===== config.mk =====
export PLATFORM = sky130hd
export DESIGN_NAME = cache_line_alloc
export DESIGN_NICKNAME = d
export VERILOG_FILES = /design/src/rtl/cache_line_alloc.sv
export SDC_FILE = /design/constraint.sdc
export NUM_CORES = 1
export LEC_CHECK = 0
export CAP_MARGIN = 15
export CORE_ASPECT_RATIO = 1.1
export CORE_MARGIN = 2
export CORE_UTILIZATION = 45
export DETAILED_ROUTE_END_ITERATION = 12
export DONT_BUFFER_PORTS = 1
export PLACE_DENSITY_LB_ADDON = 0.25
export SLEW_MARGIN = 20
export SYNTH_ARGS = -nofsm -noshare
export SYNTH_HDL_FRONTEND = slang
export SYNTH_SLANG_ARGS = --single-unit

===== constraint.sdc =====
create_clock -name clk -period 2.85 [get_ports clk]
set_input_delay 0.855 -clock clk [delete_from_list [all_inputs] [get_ports clk]]
set_output_delay 0.855 -clock clk [all_outputs]
set_load 0.01 [all_outputs]

===== src/rtl/cache_line_alloc.sv =====
// cache_line_alloc
// Miss/allocation controller for an N-way cache.
// A hit issues a replacement-policy update for the hit way(s) on the cycle after
// the request is accepted. A miss refills the policy's victim way: it burst-reads
// every word of the line from the back end into that way's data memory, writes
// the tag, and then issues the policy update for the refilled way.
// All outputs are decoded from the current state, so asserting reset forces them
// to their idle values immediately.

module cache_line_alloc #(
    parameter int N_WAYS     = 8,
    parameter int NWAY_W     = $clog2(N_WAYS),
    parameter int LINE_OFF_W = 7,
    parameter int WORD_OFF_W = 3,
    parameter int TAG_W      = 20,
    parameter int DATA_W     = 32,
    parameter int ADDR_W     = TAG_W + LINE_OFF_W + WORD_OFF_W
) (
    input  logic                             clk,
    input  logic                             reset,

    // Request from the tag-compare stage
    input  logic                             req_valid,
    input  logic [ADDR_W-1:0]                req_addr,
    output logic                             req_ready,
    input  logic [N_WAYS-1:0]                way_hit,

    // Replacement policy
    input  logic [NWAY_W-1:0]                way_select_bin,
    output logic                             pol_write_en,
    output logic [N_WAYS-1:0]                pol_way_hit,
    output logic [LINE_OFF_W-1:0]            pol_line_addr,

    // Back-end read port
    output logic                             be_valid,
    output logic [ADDR_W-1:0]                be_addr,
    input  logic                             be_ready,
    input  logic [DATA_W-1:0]                be_rdata,

    // Data memory write port
    output logic [N_WAYS-1:0]                dmem_we,
    output logic [LINE_OFF_W+WORD_OFF_W-1:0] dmem_addr,
    output logic [DATA_W-1:0]                dmem_wdata,

    // Tag/valid memory write port
    output logic [N_WAYS-1:0]                tag_we,
    output logic [LINE_OFF_W-1:0]            tag_addr,
    output logic [TAG_W-1:0]                 tag_wdata,

    // Completion
    output logic                             done,
    output logic                             done_hit
);

    typedef enum logic [1:0] {
        IDLE   = 2'd0,
        FILL   = 2'd1,
        TAG_WR = 2'd2,
        UPD    = 2'd3
    } state_e;

    state_e                  state_q, state_d;
    logic [WORD_OFF_W-1:0]   word_cnt_q, word_cnt_d;
    logic [TAG_W-1:0]        tag_q, tag_d;
    logic [LINE_OFF_W-1:0]   line_q, line_d;
    logic [N_WAYS-1:0]       way_hit_q, way_hit_d;
    logic [NWAY_W-1:0]       victim_q, victim_d;
    logic                    done_hit_q, done_hit_d;

    // Request address fields; the word offset of the request is not needed
    // because a refill always fetches the whole line starting at word 0.
    logic [TAG_W-1:0]        req_tag;
    logic [LINE_OFF_W-1:0]   req_line;
    logic                    unused_req_word;

    assign req_tag         = req_addr[ADDR_W-1 -: TAG_W];
    assign req_line        = req_addr[WORD_OFF_W +: LINE_OFF_W];
    assign unused_req_word = ^req_addr[WORD_OFF_W-1:0];

    logic [N_WAYS-1:0]       victim_oh;
    logic                    last_word;

    assign last_word = &word_cnt_q;

    // Decode the latched victim index into a one-hot way mask.
    always_comb begin
        victim_oh           = '0;
        victim_oh[victim_q] = 1'b1;
    end

    // State and request-context registers.
    // NOTE: sequential state uses non-blocking assignments so every register
    // samples its next value from the same pre-edge snapshot.
    always_ff @(posedge clk or posedge reset) begin
        if (reset) begin
            state_q    <= IDLE;
            word_cnt_q <= '0;
            tag_q      <= '0;
            line_q     <= '0;
            way_hit_q  <= '0;
            victim_q   <= '0;
            done_hit_q <= 1'b0;
        end else begin
            state_q    <= state_d;
            word_cnt_q <= word_cnt_d;
            tag_q      <= tag_d;
            line_q     <= line_d;
            way_hit_q  <= way_hit_d;
            victim_q   <= victim_d;
            done_hit_q <= done_hit_d;
        end
    end

    // Next-state logic and state-decoded outputs.
    // NOTE: every signal written here gets a default first, so no path through
    // the case statement can leave one unassigned and infer a latch.
    always_comb begin
        state_d       = state_q;
        word_cnt_d    = word_cnt_q;
        tag_d         = tag_q;
        line_d        = line_q;
        way_hit_d     = way_hit_q;
        victim_d      = victim_q;
        done_hit_d    = done_hit_q;

        req_ready     = 1'b0;
        pol_write_en  = 1'b0;
        pol_way_hit   = '0;
        pol_line_addr = '0;
        be_valid      = 1'b0;
        be_addr       = '0;
        dmem_we       = '0;
        dmem_addr     = '0;
        dmem_wdata    = '0;
        tag_we        = '0;
        tag_addr      = '0;
        tag_wdata     = '0;
        done          = 1'b0;

        unique case (state_q)
            IDLE: begin
                req_ready = 1'b1;
                if (req_valid) begin
                    tag_d     = req_tag;
                    line_d    = req_line;
                    way_hit_d = way_hit;
                    victim_d  = way_select_bin;
                    if (|way_hit) begin
                        // Hit: go straight to the policy update. A multi-hot
                        // hit vector is forwarded to the policy untouched.
                        done_hit_d = 1'b1;
                        state_d    = UPD;
                    end else begin
                        done_hit_d = 1'b0;
                        word_cnt_d = '0;
                        state_d    = FILL;
                    end
                end
            end

            FILL: begin
                // The request stays up, with a stable address, until the back
                // end delivers the word; the data is written in the same cycle.
                be_valid = 1'b1;
                be_addr  = {tag_q, line_q, word_cnt_q};
                if (be_ready) begin
                    dmem_we    = victim_oh;
                    dmem_addr  = {line_q, word_cnt_q};
                    dmem_wdata = be_rdata;
                    word_cnt_d = word_cnt_q + 1'b1;
                    if (last_word) begin
                        state_d = TAG_WR;
                    end
                end
            end

            TAG_WR: begin
                // Tag is written only once the whole line is in place, so a
                // reset mid-refill leaves the way invalid.
                tag_we    = victim_oh;
                tag_addr  = line_q;
                tag_wdata = tag_q;
                state_d   = UPD;
            end

            UPD: begin
                pol_write_en  = 1'b1;
                pol_line_addr = line_q;
                pol_way_hit   = done_hit_q ? way_hit_q : victim_oh;
                done          = 1'b1;
                state_d       = IDLE;
            end

            default: begin
                state_d = IDLE;
            end
        endcase
    end

    assign done_hit = done_hit_q;

endmodule


==> impl_metrics.env <==
export IMPL_ctsResizeCount=0
export IMPL_drtIter0Drc=101
export IMPL_place_ws_ps=476
export IMPL_max_cap_violations=0
export IMPL_stdcell_area_um2=2990
export IMPL_synth_simple_area_share_pct=32.6
export IMPL_chipWidth_um=79.1
export IMPL_critPathLaunchType="flop"
export IMPL_hold_viol=0
export IMPL_critPathKind="flop to output port"
export IMPL_vias_per_cell=5.75
export IMPL_synth_top_area_share_pct=39.5
export IMPL_min_delay_path_class="flop to flop"
export IMPL_rr_worst_depth=5
export IMPL_layout_setup_ws_ps=154
export IMPL_drc=0
export IMPL_post_cts_buffers=0
export IMPL_grt_ovfl_total=0
export IMPL_synth_mux_area_share_pct=17.0
export IMPL_fin_util_pct=49.1
export IMPL_grt_pass1_vias=1886
export IMPL_synthAdderAreaFrac_pct=2.69
export IMPL_gp_congestion=0.805
export IMPL_io_pins=212
export IMPL_wl_per_cell_um=18.7
export IMPL_root_buffer="clkbuf_8"
export IMPL_cts_buffer_depth=2
export IMPL_detail_route_antenna_nets=0
export IMPL_dp_cells=356
export IMPL_cts_tree="built"
export IMPL_yosysWarnings=0
export IMPL_cts_inserted_buffers=5
export IMPL_rows=30
export IMPL_rsz0062_at_grt="no"
export IMPL_grt_pass1_wl_mm=9.80
export IMPL_synth_xor_area_share_pct=0
export IMPL_layoutNonFillerInstCount=366
export IMPL_clock_sinks=44
export IMPL_io_buffers=0
export IMPL_die_h_um=86.6
export IMPL_synthTopCellsByArea="dfrtp_1 (39%), mux2_2 (15%), and2_1 (14%), and3_1 (9.0%), clkbuf_1 (3.1%)"
export IMPL_num_vias=2106
export IMPL_cp_max_fo=17
export IMPL_syn_nets=375
export IMPL_peakVddDrop_mv=0.402
export IMPL_fin_crit_ps=2700
export IMPL_tightest_slew_ps=906
export IMPL_antenna_found_initial=1
export IMPL_power_per_cell_area_nw_per_um2=1140
export IMPL_synth_compound_area_share_pct=3.77
export IMPL_cts_clk_slew_worst_paths_ps=80
export IMPL_holdBufCountCts=0
export IMPL_cp_end_kind="output port"
export IMPL_avgSynthCellArea_um2=9.56
export IMPL_rrSetupSlack_ps=900
export IMPL_core_um2=6080
export IMPL_synth_area_leader_cell="dfrtp_1"
export IMPL_ys_seq_area_share_pct=39.5
export IMPL_grt_total_usage_pct=18.6
export IMPL_fin_nets=366
export IMPL_clk_latency_ps=290
export IMPL_fin_skew_ps=6.60
export IMPL_routed_wl_mm=6.84
export IMPL_relSlewSlack_pct=39.5
export IMPL_synthCells=292
export IMPL_timing_final_crit_share_pct=94.6
export IMPL_setup_tns_final_ps=0
export IMPL_syn2layout_area_growth_pct=7.04
export IMPL_status="finished clean"
export IMPL_hold_path_depth=1
export IMPL_cp_data_required_time_ps=2000
export IMPL_leakagePower_nw=1.42
export IMPL_dpl_cell_area_um2=2870
export IMPL_cp_arrival_ps=1840
export IMPL_slew_viol_final=0
export IMPL_place_hpwl_mm=5.11
export IMPL_synth_distinct_cells=28
export IMPL_hold_ws_ps=513
export IMPL_synth_area_um2=2790
export IMPL_synth_seq_cells=44
export IMPL_total_power_mw=3.40
export IMPL_htree_levels=2
export IMPL_synth_top_family_by_area="simple AND/OR/NAND/NOR gates"
export IMPL_die_area_um2=6850
export IMPL_first_pass_iters=5
export IMPL_drive_gt1_share_pct=21.8
export IMPL_fmax_ghz=0.371
export IMPL_setup_viol=0
export IMPL_start_util_pct=45.9
export IMPL_grt_max_degree=46
-- worst paths after layout --
kind,startpoint,end
worst max-delay path,state_q[1],dmem_we[0]
worst min-delay path,way_hit_q[7],way_hit_q[7]
worst max register to register,state_q[0],victim_q[1]
worst min register to register,way_hit_q[7],way_hit_q[7]
max in group asynchronous,reset,way_hit_q[4]
min in group asynchronous,reset,tag_q[4]
-- layout by cell type (no fill, tap or decap), types with 4 or more instances in the layout --
master	instances
buf_4	8
mux2_2	37
inv_1	5
and3_1	40
and2_1	64
nand2b_1	4
nor3_1	6
nor2_1	14
nor2b_1	12
dfrtp_1	44
clkbuf_8	5
a22oi_1	6
ha_1	5
nand2_1	7
-- cells in the mapped netlist --
master	count
a21oi_1	1
a21oi_2	1
a22oi_1	6
a32oi_1	2
and2_1	64
and2b_1	1
and3_1	40
buf_4	2
clkbuf_1	23
dfrtp_1	44
ha_1	6
inv_1	6
mux2_1	2
mux2_2	37
mux2_4	1
mux2i_1	2
nand2_1	8
nand2_2	1
nand2b_1	4
nand3_1	1
nor2_1	14
nor2b_1	12
nor3_1	6
nor4_1	1
o21ai_0	2
o21ai_1	2
o21ai_2	1
or4_4	2
-- critical path, cell delays in order (launching register included) --
cell,delay [ps]
dfrtp_1,410
inv_1,90
ha_2,360
nand2_1,250
nor4_1,260
buf_4,180
-- state kept, by name (all words and copies together), names as in the netlist --
register    count
victim_q        3
line_q          7
state_q         2
done_hit        1
way_hit_q       8
tag_q          20
word_cnt_q      3
-- layout make-up --
type	count	area, um2
Fill cell	556	3090
Multi-Input combinational cell	217	1570
Sequential cell	44	1100
Tap cell	80	100
Timing Repair Buffer	9	80.1
Clock buffer	6	72.6
Clock inverter	2	35.0
Inverter	6	22.5
Antenna cell	2	5.00
-- cell families (layout without fill, tap and decap cells) --
| logic type | Yosys count | count (layout) |
|---|---|---|
| AOI/OAI and AO/OA | 15 | 15 |
| adders and majority gates | 6 | 6 |
| buffers and inverters | 31 | 23 |
| DFF | 44 | 44 |
| muxes | 42 | 42 |
| other | 0 | 2 |
| and+or+nand+nor | 154 | 154 |
-- power breakdown --
part           switching, mW  total, mW  internal, mW  leakage (nW)
Sequential             0.317       1.26         0.944         0.525
Combinational          0.952       1.67         0.722         0.835
Clock                  0.203      0.463         0.260        0.0552
Total                   1.47       3.40          1.93          1.42
-- per-layer routing --
layer  GRT usage [%]  routed length, um  up-vias
met1            21.6               2620     1013
met4            6.74                142        0
met5               0                  0        -
met2            33.4               3610      119
li1                -                  -      965
met3            4.27                467        9
Power figures use the tool's default switching activity.
